<file path="src/rtl/fec_serializer.sv">
// Serializes a coded FEC frame onto a single line: fixed preamble, frame MSB first, idle gap.
// Each bit is held for BAUD_DIV clocks. All outputs are registered.
module fec_serializer #(
   parameter int unsigned FRAME_WIDTH              = 96,
   parameter int unsigned PREAMBLE_WIDTH           = 8,
   parameter logic [PREAMBLE_WIDTH-1:0] PREAMBLE   = 8'b1010_1011,
   parameter int unsigned BAUD_DIV                 = 16,
   parameter int unsigned GAP_BITS                 = 4
) (
   input  logic                   clk,
   input  logic                   reset,
   input  logic [FRAME_WIDTH-1:0] frame_in,
   input  logic                   frame_valid,
   output logic                   frame_ready,
   output logic                   tx_bit,
   output logic                   tx_active,
   output logic                   bit_strobe,
   output logic                   frame_done
);

   localparam int unsigned BaudW   = (BAUD_DIV > 1) ? $clog2(BAUD_DIV) : 1;
   localparam int unsigned MaxA    = (PREAMBLE_WIDTH > FRAME_WIDTH) ? PREAMBLE_WIDTH : FRAME_WIDTH;
   localparam int unsigned MaxBits = (MaxA > GAP_BITS) ? MaxA : GAP_BITS;
   localparam int unsigned BitW    = $clog2(MaxBits + 1);

   localparam logic [BaudW-1:0] BaudLast  = BaudW'(BAUD_DIV - 1);
   localparam logic [BitW-1:0]  PreLast   = BitW'(PREAMBLE_WIDTH - 1);
   localparam logic [BitW-1:0]  FrameLast = BitW'(FRAME_WIDTH - 1);
   localparam logic [BitW-1:0]  GapLast   = BitW'((GAP_BITS > 0) ? GAP_BITS - 1 : 0);

   typedef enum logic [1:0] {StIdle, StPreamble, StData, StGap} state_e;

   state_e                    state;
   logic [BaudW-1:0]          baud_cnt;
   logic [BitW-1:0]           bit_cnt;
   logic [PREAMBLE_WIDTH-1:0] pre_sh;
   logic [FRAME_WIDTH-1:0]    data_sh;

   always_ff @(posedge clk) begin
      if (reset) begin
         state       <= StIdle;
         baud_cnt    <= '0;
         bit_cnt     <= '0;
         pre_sh      <= '0;
         data_sh     <= '0;
         tx_bit      <= 1'b0;
         tx_active   <= 1'b0;
         bit_strobe  <= 1'b0;
         frame_done  <= 1'b0;
         frame_ready <= 1'b0;
      end else begin
         bit_strobe <= 1'b0;
         frame_done <= 1'b0;
         unique case (state)
            StIdle: begin
               baud_cnt <= '0;
               bit_cnt  <= '0;
               if (frame_valid && frame_ready) begin
                  // First preamble bit goes straight to the line; the rest shift out of pre_sh.
                  state       <= StPreamble;
                  data_sh     <= frame_in;
                  pre_sh      <= PREAMBLE << 1;
                  tx_bit      <= PREAMBLE[PREAMBLE_WIDTH-1];
                  tx_active   <= 1'b1;
                  bit_strobe  <= 1'b1;
                  frame_ready <= 1'b0;
               end else begin
                  frame_ready <= 1'b1;
               end
            end

            StPreamble: begin
               if (baud_cnt != BaudLast) begin
                  baud_cnt <= baud_cnt + BaudW'(1);
               end else begin
                  baud_cnt   <= '0;
                  bit_strobe <= 1'b1;
                  if (bit_cnt != PreLast) begin
                     bit_cnt <= bit_cnt + BitW'(1);
                     tx_bit  <= pre_sh[PREAMBLE_WIDTH-1];
                     pre_sh  <= pre_sh << 1;
                  end else begin
                     state   <= StData;
                     bit_cnt <= '0;
                     tx_bit  <= data_sh[FRAME_WIDTH-1];
                     data_sh <= data_sh << 1;
                  end
               end
            end

            StData: begin
               if (baud_cnt != BaudLast) begin
                  baud_cnt <= baud_cnt + BaudW'(1);
               end else begin
                  baud_cnt <= '0;
                  if (bit_cnt != FrameLast) begin
                     bit_cnt    <= bit_cnt + BitW'(1);
                     bit_strobe <= 1'b1;
                     tx_bit     <= data_sh[FRAME_WIDTH-1];
                     data_sh    <= data_sh << 1;
                  end else begin
                     bit_cnt   <= '0;
                     tx_bit    <= 1'b0;
                     tx_active <= 1'b0;
                     if (GAP_BITS > 0) begin
                        state <= StGap;
                     end else begin
                        state       <= StIdle;
                        frame_done  <= 1'b1;
                        frame_ready <= 1'b1;
                     end
                  end
               end
            end

            StGap: begin
               if (baud_cnt != BaudLast) begin
                  baud_cnt <= baud_cnt + BaudW'(1);
               end else begin
                  baud_cnt <= '0;
                  if (bit_cnt != GapLast) begin
                     bit_cnt <= bit_cnt + BitW'(1);
                  end else begin
                     bit_cnt     <= '0;
                     state       <= StIdle;
                     frame_done  <= 1'b1;
                     frame_ready <= 1'b1;
                  end
               end
            end

            default: state <= StIdle;
         endcase
      end
   end

endmodule

</file>
<file path="config.mk">
export PLATFORM = sky130hd
export DESIGN_NAME = fec_serializer
export DESIGN_NICKNAME = d
export VERILOG_FILES = /design/src/rtl/fec_serializer.sv
export SDC_FILE = /design/constraint.sdc
export NUM_CORES = 1
export LEC_CHECK = 0
export ABC_AREA = 1
export CORE_MARGIN = 2
export CORE_UTILIZATION = 53
export DETAILED_ROUTE_END_ITERATION = 10
export PLACE_DENSITY_LB_ADDON = 0.05
export RECOVER_POWER = 50
export SYNTH_ARGS = -nofsm -noshare
export SYNTH_HDL_FRONTEND = slang
export SYNTH_SLANG_ARGS = --single-unit
</file>
<file path="constraint.sdc">
create_clock -name clk -period 2.5 [get_ports clk]
set_input_delay 0.75 -clock clk [delete_from_list [all_inputs] [get_ports clk]]
set_output_delay 0.75 -clock clk [all_outputs]
set_load 0.05 [all_outputs]
</file>
* Word level (Yosys, flattened, before mapping)
Index checks and enable logic that the tools add are counted.
** Cells by class
- Add/subtract/negate cells :: 2
- Eq/ne operators :: 16
- Multiplexer cells :: 46
- Bitwise operators :: 1
- Reduce and logical (&&, ||, !) cells :: 15
** Operators with widths (number)
- 96-bit two-way mux :: 5
- 96-bit case mux with 3 select lines :: 1
- 7-bit two-way mux :: 6
- 7-bit case mux with 4 select lines :: 1
- 8-bit two-way mux :: 3
- 2-bit inequality test (second input constant) :: 9
- 8-bit case mux with 2 select lines :: 1
- 1-bit two-way mux :: 15
- 2-bit two-way mux :: 7
- 4-bit AND reduction :: 3
- 2-bit case mux with 4 select lines :: 1
- 4-bit case mux with 2 select lines :: 1
- 7-bit by 1-bit adder with 7-bit output (second input constant) :: 1
- 7-bit by 2-bit inequality test with 1-bit output (second input constant) :: 1
- 7-bit by 3-bit inequality test with 1-bit output (second input constant) :: 1
- 7-bit inequality test (second input constant) :: 1
- 7-bit AND reduction :: 1
- 1-bit case mux with 3 select lines :: 2
- 3-bit AND reduction :: 2
- 6-bit AND reduction :: 1
- 2-bit nonzero test :: 3
- 3-bit OR reduction :: 2
- 4-bit by 1-bit adder with 4-bit output (second input constant) :: 1
- 2-bit == test (second input constant) :: 2
- other kinds (8) :: 9
** Word-level totals
- Bits in registers :: 122
- Bits of input ports :: 99
- Output and inout port bits :: 5
- Word-level logic and storage cells :: 90

* Logic depth before layout (Yosys ltp)
Gate-level depths: netlist (run 1).
- Depth after elaboration :: 4
- Gate-level depth with buffers :: 11
- Mapped depth without buffers :: 11

* Worst setup path after synthesis (run 1)
No wires, ideal clock.
- Path type :: register -> register
- Start :: reg state[0]
- End :: reg data_sh[45]
- Setup time :: 113 ps
- Arrival time :: 1679 ps
- Data required time :: 2387 ps
- Path slack :: 708 ps
- Stages on the path, launching flop included :: 9
- Path buffers :: 2
- Clock period less this slack :: 1792 ps
- Cell sequence :: dfxtp_1 -> inv_1 -> ha_1 -> buf_2 -> clkbuf_1 -> mux2i_1 -> nand2_1 -> nand2_1 -> nor2_1
** On the way
- Word-level cells in the longest chain between the ends :: 3
- Elaborated cells on any way between the ends :: 11
- Those cells by class :: 7 x eq/ne; 1 x mux; 3 x reduce/logical
** RTL lines
- start: declaration :: RTL line 33 : state_e state;
- start signal: assignment :: RTL line 41 : state <= StIdle;
- start signal: assignment :: RTL line 60 : state <= StPreamble;
- start signal: assignment :: RTL line 83 : state <= StData;
- 2-bit == test (tied with other cells) :: RTL line 54 : unique case (state)
- 2-bit inequality test (no source line) / 3-bit nonzero test (equally long branches)
- 6-bit AND reduction (no source line)
- end signal: assignment :: RTL line 61 : data_sh <= frame_in;
- end signal: assignment :: RTL line 86 : data_sh <= data_sh << 1;
- end signal: assignment :: RTL line 100 : data_sh <= data_sh << 1;
- end: declaration :: RTL line 37 : logic [FRAME_WIDTH-1:0] data_sh;
Several ways; a longest one is shown, not always the timed one.
A chain may end at the register's enable or synchronous reset.

* Worst setup path in the final report (run 1)
- Start :: reg frame_ready
- End :: out frame_ready
** RTL lines
- start: declaration :: RTL line 14 : output logic frame_ready,
- start signal: assignment :: RTL line 50 : frame_ready <= 1'b0;
- start signal: assignment :: RTL line 66 : frame_ready <= 1'b0;
- start signal: assignment :: RTL line 68 : frame_ready <= 1'b1;
No word-level cell between the ends.

==> flow_summary.ini, run 1 <==
[power]
power_frac_clock = 0.204
finalPower_mw = 11.0
ir_drop_mv = 0.777
switchingPower_mw = 4.41
pwr-share-seq = 0.284
internal_power_mw = 6.57
power_frac_comb = 0.512
power_density_nw_per_um2 = 1440
swShare = 0.402
leakage_nw = 3.35

[detailed_routing]
vias = 5250
drc = 0
routed_wl_um = 12600
first_pass_iters = 4
routedWlPerCell_um = 11.8
postRouteAntennaNets = 0
vias_per_cell = 4.92
drtIter0Drc = 292

[synthesis]
yosys.area.top_type = dfxtp_1
synthArstFlopShare = 0
yosysMostFrequentCell = nand2_1
synth.distinct_cells = 28
syn-num-nets = 928
avgSynthCellArea_sq_um = 7.23
yosys_warnings = 0
post_synth_inst_count = 821
synthFlopType = dfxtp_1
synth_common_cells = nand2_1 (245), nor2_1 (220), dfxtp_1 (121)
ys_seq_area_frac = 0.408
yosys-top-cells-area = dfxtp_1 (41%), mux2i_1 (16%), nand2_1 (15%), nor2_1 (14%), buf_6 (1.9%)
synth-seq-cells = 121
synth_top_area_share = 0.408
syn-cell-area_sq_um = 5940
synth_edf_count = 0

[clocking]
cts_setup_buffers = 0
clk_latency_ns = 0.52
ctsHoldBuffers = 0
cts_root_buf = clkbuf_8
ctsLongestPathBuffers = 2
clock-sinks = 121
cts_made_buffers = 17
h-tree-depth = 4
cts_tree = yes
path_clk_slew_ns = 0.05

[worst_setup_path]
r2r_start = state[0]
end_kind = primary output
r2r-end = data_sh[94]
reg2regPathDepth = 7
crit_fanout = 3
max_stage_delay_ns = 0.82
cp.buffers_inverters = 1
start_kind = flip-flop
r2r_slack_ns = 0.21
crit_chain = clkdlybuf4s50_1
crit_arrival_ns = 1.70
cp.required_ns = 1.75
crit_family = buffers and inverters
worst_path_max_delay_cell = clkdlybuf4s50_1
crit_type = flip-flop to primary output
cp-startpoint = frame_ready

[die]
ios = 104
rows = 38
core-area_sq_um = 10900
initial_utilization = 0.545
fp.dieH_um = 110
die_w_um = 110
dieArea_sq_um = 12100

[finish]
nNetsFinal = 1023
register_area_sq_um = 2420
area_growth_pct = 28.3
multi_input_area_sq_um = 3120
drive_above_1_share = 0.0518
utilization = 0.699
antennaDiodeCount = 0
fillers = 914

[min_path]
hold_start = baud_cnt[0]
hold_end = baud_cnt[0]
hold_path_class = flip-flop to flip-flop
hold_depth = 1

[global_routing]
grt_pass1_vias = 4658
grt_overflow_total = 0
gr-usage-all-layers = 0.215
grt_pass1_wl_um = 20400
antenna_found_initial = 0
grt_max_degree = 38

[timing]
finalHoldViolCount = 0
setup_tns_ns = 0
drv_slew = 0
relSlewSlack = 0.443
worst_slew_pin_slew_ns = 0.835
min_period_ns = 2.45
finalSetupViolCount = 0
rsz0062_at_grt = no
fmax_mhz = 408
finalClockSkew_ns = 0.00598
period_share = 0.980

[status]
status = finished clean

[job]
maxCapViolations = 0

[placement]
portBuffers = 103
gp_congestion = 0.888
place_hpwl_um = 8830
[metal layers]
layer  track usage  wire length (um)  up-vias
met3        0.0652               675       13
met1         0.264              5740     2349
met5             0                 0        -
met2         0.358              6050      116
met4        0.0741               129        0
li1              -                 -     2772
[worst register-to-register path, cell delays in order, from the launching register on]
cell and delay, ns:
dfxtp_1 0.38, inv_1 0.11, ha_2 0.89, clkbuf_2 0.36, mux2i_1 0.24, nand2_1 0.08, nand2_1 0.07, nor2_1 0.06
[kinds of logic (layout without fill, tap and decap cells)]
| logic type | count (synthesis) | count (layout) | share of synthesized area |
|---|---|---|---|
| adders and majority gates | 8 | 8 | 0.0169 |
| buffers and inverters | 73 | 179 | 0.0641 |
| and+or+nand+nor | 491 | 491 | 0.320 |
| DFF | 121 | 121 | 0.408 |
| xor gates and xnor gates | 2 | 2 | 0.00295 |
| AOI/OAI and AO/OA | 31 | 31 | 0.0276 |
| muxes | 95 | 95 | 0.160 |
[layout by cell type (no fill, tap or decap), types with 2 or more instances in the layout]
| cell type | n |
|---|---|
| clkbuf_2 | 2 |
| a21oi_1 | 18 |
| clkdlybuf4s50_1 | 101 |
| o21ai_0 | 9 |
| clkbuf_1 | 8 |
| nand3_1 | 14 |
| nor2_1 | 222 |
| dfxtp_1 | 121 |
| clkbuf_16 | 16 |
| mux2i_1 | 95 |
| buf_12 | 7 |
| nand3_2 | 2 |
| clkinv_2 | 2 |
| nand2_1 | 245 |
| buf_6 | 4 |
| nor3_1 | 5 |
| inv_1 | 26 |
| ha_1 | 7 |
| clkbuf_8 | 6 |
| buf_4 | 4 |
| a31oi_1 | 2 |
[worst max path at each step]
stage | endpoint | slack (ns) | cells after the start
floorplan | data_sh[45] | 0.71 | 8
global placement | data_sh[94] | 0.14 | 10
detailed placement | data_sh[94] | 0.09 | 10
CTS | tx_bit | 0.03 | 1
global route | frame_ready | 0.01 | 1
finish | frame_ready | 0.05 | 1
[power groups by stage]
stage	logic [mW]	clock network, mW	registers, mW
floorplan	4.65	0	3.12
global placement	5.66	0	3.11
detailed placement	5.83	0	3.15
CTS	5.86	2.29	3.12
global route	6.39	2.37	3.21
finish	5.62	2.23	3.12
[area by class of cell]
cell class                      instances  share of cell area
Tap cell                              140              0.0230
Clock inverter                          2             0.00460
Inverter                               28              0.0140
Sequential cell                       121               0.318
Clock buffer                           28              0.0664
Multi-Input combinational cell        627               0.409
Timing Repair Buffer                  121               0.165
[state kept, by name, indices dropped and copies added, names as in the netlist]
name	cells
data_sh	96
baud_cnt	4
frame_done	1
state	2
tx_active	1
tx_bit	1
pre_sh	7
frame_ready	1
bit_strobe	1
bit_cnt	7
[stage by stage]
stage / std cells / worst slack, ns / cell area, sq um / hold WS, ns
floorplan: 821 / 0.708 / 5940 / 0.418
global placement: 1037 / 0.136 / 7150 / 0.431
detailed placement: 1037 / 0.0867 / 7150 / 0.456
CTS: 1067 / 0.0268 / 7690 / 0.464
global route: 1067 / 0.0125 / 7620 / 0.483
finish: 1067 / 0.0508 / 7620 / 0.456
[what timing repair did]
action / in CTS / in global routing
endpoints found under the hold margin: 0 / 0
resized for setup: 0 / 1
endpoints found under the setup margin: 0 / 1
Note: power is estimated with default switching activity, not from simulation.
==> run 2: changes to the inputs <==
ABC_AREA = 0   (was 1)
PLACE_DENSITY = 0.8   (was not set)
PLACE_DENSITY_LB_ADDON = not set   (was 0.05)
==> run 2 against run 1 <==
  * Maximum frequency rose by 2.1%
  * Highest routed layer unchanged
  * Worst hold slack lost 0.0070 ns
  * Synthesized cell count shrank 29%
  * Critical endpoint unchanged
  * Power grew 13%
  * Non-clock buffer count down 4
  * Cell area increased by 1.6%
  * Largest cell class unchanged
==> flow_summary.ini, run 2 <==
[synthesis]
synth_top_area_share = 0.404
syn-num-nets = 693
post_synth_inst_count = 586
yosys-top-cells-area = dfxtp_1 (40%), a211oi_2 (19%), mux2i_1 (16%), nor2_1 (6.9%), buf_6 (1.9%)
synthArstFlopShare = 0
yosys.area.top_type = dfxtp_1
avgSynthCellArea_sq_um = 10.2
syn-cell-area_sq_um = 5990
ys_seq_area_frac = 0.404
synthFlopType = dfxtp_1
synth_common_cells = dfxtp_1 (121), nor2_1 (110), mux2i_1 (98)
synth.distinct_cells = 39
synth-seq-cells = 121
yosys_warnings = 0
yosysMostFrequentCell = dfxtp_1
synth_edf_count = 0

[worst_setup_path]
crit_family = buffers and inverters
worst_path_max_delay_cell = clkdlybuf4s50_1
cp-startpoint = frame_ready
crit_type = flip-flop to primary output
cp.buffers_inverters = 1
cp_num_cells = 1
max_stage_delay_ns = 0.84
end_kind = primary output
r2r_start = bit_cnt[3]
crit_arrival_ns = 1.65
crit_fanout = 5
cp.required_ns = 1.75
reg2regPathDepth = 6
start_kind = flip-flop
crit_chain = clkdlybuf4s50_1

[finish]
drive_above_1_share = 0.202
mostFrequentLayoutCells = dfxtp_1 (121), nor2_1 (110), mux2i_1 (98), clkdlybuf4s50_1 (98), a211oi_2 (87)
utilization = 0.707
stdcell_count = 827
area_growth_pct = 29.1
register_area_sq_um = 2420
final_common_cell = dfxtp_1
fillers = 803
nNetsFinal = 781
antennaDiodeCount = 0
largest_reg_flops = 96
top_regs = data_sh (96), bit_cnt (7), pre_sh (7)
multi_input_area_sq_um = 3250
final_area_sq_um = 7730
largest-register = data_sh

[min_path]
hold_start = pre_sh[4]
hold_depth = 2
hold_path_class = flip-flop to flip-flop

[clocking]
clock-sinks = 121
cts.repair.resized = 0
h-tree-depth = 4
clk_latency_ns = 0.41
cts_setup_buffers = 0
cts_tree = yes
cts_made_buffers = 17
path_clk_slew_ns = 0.06
ctsHoldBuffers = 0
ctsLongestPathBuffers = 2
cts_root_buf = clkbuf_16

[power]
switchingPower_mw = 4.97
power_frac_comb = 0.519
leakage_nw = 2.76
pwr-share-seq = 0.269
finalPower_mw = 12.4
power_frac_clock = 0.212
ir_drop_mv = 0.952
power_density_nw_per_um2 = 1600
internal_power_mw = 7.39
swShare = 0.402

[global_routing]
grt_max_degree = 59
gr-usage-all-layers = 0.217
antenna_found_initial = 0
grt_pass1_wl_um = 20700
grt_pass1_vias = 4606
grt_overflow_total = 0

[detailed_routing]
routed_wl_um = 12600
routedWlPerCell_um = 15.3
vias_per_cell = 5.56
drc = 0
drtIter0Drc = 275
first_pass_iters = 4
vias = 4598
postRouteAntennaNets = 0

[timing]
finalWorstSetupSlack_ns = 0.102
period_share = 0.959
relSlewSlack = 0.587
drv_slew = 0
hold_slack_ns = 0.449
setup_tns_ns = 0
fmax_mhz = 417
finalHoldViolCount = 0
finalSetupViolCount = 0
worst_slew_pin_slew_ns = 0.617
rsz0062_at_grt = no
finalClockSkew_ns = 0.00808
min_period_ns = 2.40

[die]
rows = 38
core-area_sq_um = 10900
ios = 104
fp.dieH_um = 110
die_w_um = 110
initial_utilization = 0.548
dieArea_sq_um = 12200

[placement]
place_area_sq_um = 7110
gp_congestion = 0.885
place_hpwl_um = 8510
portBuffers = 103
placed_cells = 795
pre_cts_ws_ns = -0.0366

[job]
maxCapViolations = 0

[status]
status = finished clean
## run 2: cell count changes after synthesis, sizes merged, moves of 7 or more
cell and delta:
nand2 -232, nor2 -112, a211oi +96, inv -20
clkbuf +8, nand2b +7, nand3 -7
## run 2: cells by family after synthesis
kind of cell | count (synthesis) | share of synthesized area
AOI/OAI and AO/OA | 139 | 0.243
and+or+nand+nor | 161 | 0.113
adders and majority gates | 8 | 0.0167
buffers and inverters | 56 | 0.0543
muxes | 99 | 0.166
xor gates and xnor gates | 2 | 0.00293
DFF | 121 | 0.404
## run 2: final timing paths
check	slack (ns)	to
max	0.10	frame_ready
min	0.45	pre_sh[4]
max reg2reg	0.16	data_sh[48]
min reg2reg	0.45	pre_sh[4]
## run 2: power by group through the flow
stage          Clock, mW  Combinational [mW]  Sequential (mW)
2_1_floorplan          0                5.54             3.30
3_3_place_gp           0                6.20             3.31
3_5_place_dp           0                6.48             3.35
4_1_cts             2.67                6.53             3.33
5_1_grt             2.76                7.00             3.45
6_report            2.62                6.41             3.32
## run 2: layout make-up
type / instances / area share
clock buffer: 21 / 0.0621
tap: 140 / 0.0226
clock inverter: 11 / 0.0217
sequential: 121 / 0.313
multi-input combinational: 409 / 0.420
inverter: 8 / 0.00388
timing repair buffer: 117 / 0.157
## run 2: routing by layer
layer	routed length (um)	share of wire	up-vias	GRT usage
li1	-	-	2310	-
met5	0	0	-	0
met3	861	0.068	12	0.0711
met1	5580	0.44	2152	0.261
met2	6060	0.48	124	0.369
met4	146	0.012	0	0.0679
==> run 3: changes to the inputs <==
ABC_AREA = 1   (was 0)
CORE_UTILIZATION = 57   (was 53)
DONT_BUFFER_PORTS = 1   (was not set)
PLACE_DENSITY = 0.72   (was 0.8)
==> run 3 against run 2 <==
  * Sequential power shrank 5%
  * Utilization is 6.6 points lower
  * Global-route usage up 0.071 points
  * Power is 13% lower
  * Largest cell class unchanged
  * Critical endpoint is now data_sh[20]
  * Setup slack improved by 0.15 ns
  * Sequential share of layout area rose by 5.6 points
  * Combinational power down 18%
==> flow_summary.ini, run 3 (same netlist as run 1, synthesis figures left out) <==
[status]
status = finished clean

[clocking]
h-tree-depth = 4
ctsLongestPathBuffers = 2
cts_setup_buffers = 0
clock-sinks = 121
ctsHoldBuffers = 0
cts_root_buf = clkbuf_8
clk_latency_ns = 0.51
cts_made_buffers = 17
path_clk_slew_ns = 0.06
cts_tree = yes
cts.repair.resized = 0

[timing]
finalSetupViolCount = 0
hold_slack_ns = 0.308
relSlewSlack = 0.543
drv_slew = 0
rsz0062_at_grt = no
setup_tns_ns = 0
fmax_mhz = 445
worst_slew_pin_slew_ns = 0.685
finalClockSkew_ns = 0.0107
min_period_ns = 2.25
finalHoldViolCount = 0
period_share = 0.899

[finish]
top_regs = data_sh (96), bit_cnt (7), pre_sh (7)
utilization = 0.641
nNetsFinal = 914
final_common_cell = nand2_1
mostFrequentLayoutCells = nand2_1 (245), nor2_1 (221), dfxtp_1 (121), mux2i_1 (95), inv_1 (26)
final_area_sq_um = 6560
area_growth_pct = 10.5
largest_reg_flops = 96
fillers = 899
largest-register = data_sh
antennaDiodeCount = 0
drive_above_1_share = 0.0585

[global_routing]
gr-usage-all-layers = 0.218
antenna_found_initial = 0
grt_pass1_vias = 4596
grt_overflow_total = 0
grt_max_degree = 53
grt_pass1_wl_um = 19900

[min_path]
hold_path_class = input pin to flip-flop

[die]
core-area_sq_um = 10200
ios = 104
dieArea_sq_um = 11200
initial_utilization = 0.580
rows = 37
fp.dieH_um = 106
die_w_um = 106

[detailed_routing]
vias = 4818
first_pass_iters = 5
postRouteAntennaNets = 0
drc = 0
routedWlPerCell_um = 12.2
routed_wl_um = 11700
vias_per_cell = 5.04
drtIter0Drc = 276

[placement]
portBuffers = 0
place_hpwl_um = 8120
place_area_sq_um = 6020
gp_congestion = 0.811

[worst_setup_path]
worst_path_max_delay_cell = dfxtp_1
crit_arrival_ns = 2.65
crit_fanout = 52
crit_type = flip-flop to flip-flop
start_kind = flip-flop
cp.required_ns = 2.90
crit_family = buffers and inverters
end_kind = flip-flop
cp.buffers_inverters = 3
crit_chain = inv_1 > ha_1 > o21ai_2 > nand2_1 > nor2_4 > buf_12 > buf_6 > nand2_1 > nand2_1 > nor2_1
cpMostUsedCell = nand2_1
max_stage_delay_ns = 0.38

[power]
ir_drop_mv = 0.844
leakage_nw = 2.94
finalPower_mw = 10.7
power_density_nw_per_um2 = 1630

[job]
maxCapViolations = 0
-- run 3: changes by cell type in the layout (fill, tap and decap cells not counted), sizes merged, moves of 5 or more --
cell | previous run | this run
nand2 | 14 | 246
a21oi | 13 | 18
nand3 | 9 | 16
nand2b | 7 | 0
nor2 | 110 | 222
clkdlybuf4s50 | 98 | 0
inv | 8 | 27
a211oi | 96 | 0
-- run 3: metal layers --
metal	track usage	wire, um	up-vias
li1	-	-	2547
met1	0.252	5150	2142
met2	0.362	5490	109
met3	0.0877	813	20
met4	0.0865	242	0
met5	0	0	-
-- run 3: final timing paths --
check	cells past startpoint	to	startpoint	slack, ns
worst min-delay path	1	bit_cnt[5]	reset	0.31
worst max-delay path	10	data_sh[20]	state[1]	0.25
worst min register to register	1	baud_cnt[0]	baud_cnt[0]	0.44
worst max register to register	10	data_sh[20]	state[1]	0.25
-- run 3: metrics by stage --
stage / setup WS [ns] / std cells
3_5_place_dp: 0.346 / 924
5_1_grt: 0.0518 / 956
4_1_cts: 0.328 / 956
6_report: 0.253 / 956
3_3_place_gp: 0.442 / 924
2_1_floorplan: 0.708 / 821
-- run 3: worst register-to-register path, stage by stage, from the launching register on --
cell and delay (ns):
dfxtp_1 0.38, inv_1 0.11, ha_1 0.32, o21ai_2 0.20, nand2_1 0.14, nor2_4 0.15
buf_12 0.23, buf_6 0.36, nand2_1 0.11, nand2_1 0.09, nor2_1 0.06
-- run 3: final cells by class --
cell class / instances / area [sq um] / share of cell area
clock inverters: 8 / 92.6 / 0.0141
inverters: 28 / 106 / 0.0162
flip-flops and latches: 121 / 2420 / 0.369
clock buffers: 24 / 480 / 0.0733
multi-input cells: 627 / 3120 / 0.476
repair buffers: 12 / 163 / 0.0248
well taps: 136 / 170 / 0.0259
-- run 3: power breakdown --
group	leakage, nW	internal (mW)	total (mW)	switching, mW
sequential	0.996	2.73	3.16	0.436
combinational	1.66	2.14	5.24	3.09
clock	0.285	1.51	2.32	0.809
total	2.94	6.39	10.7	4.34
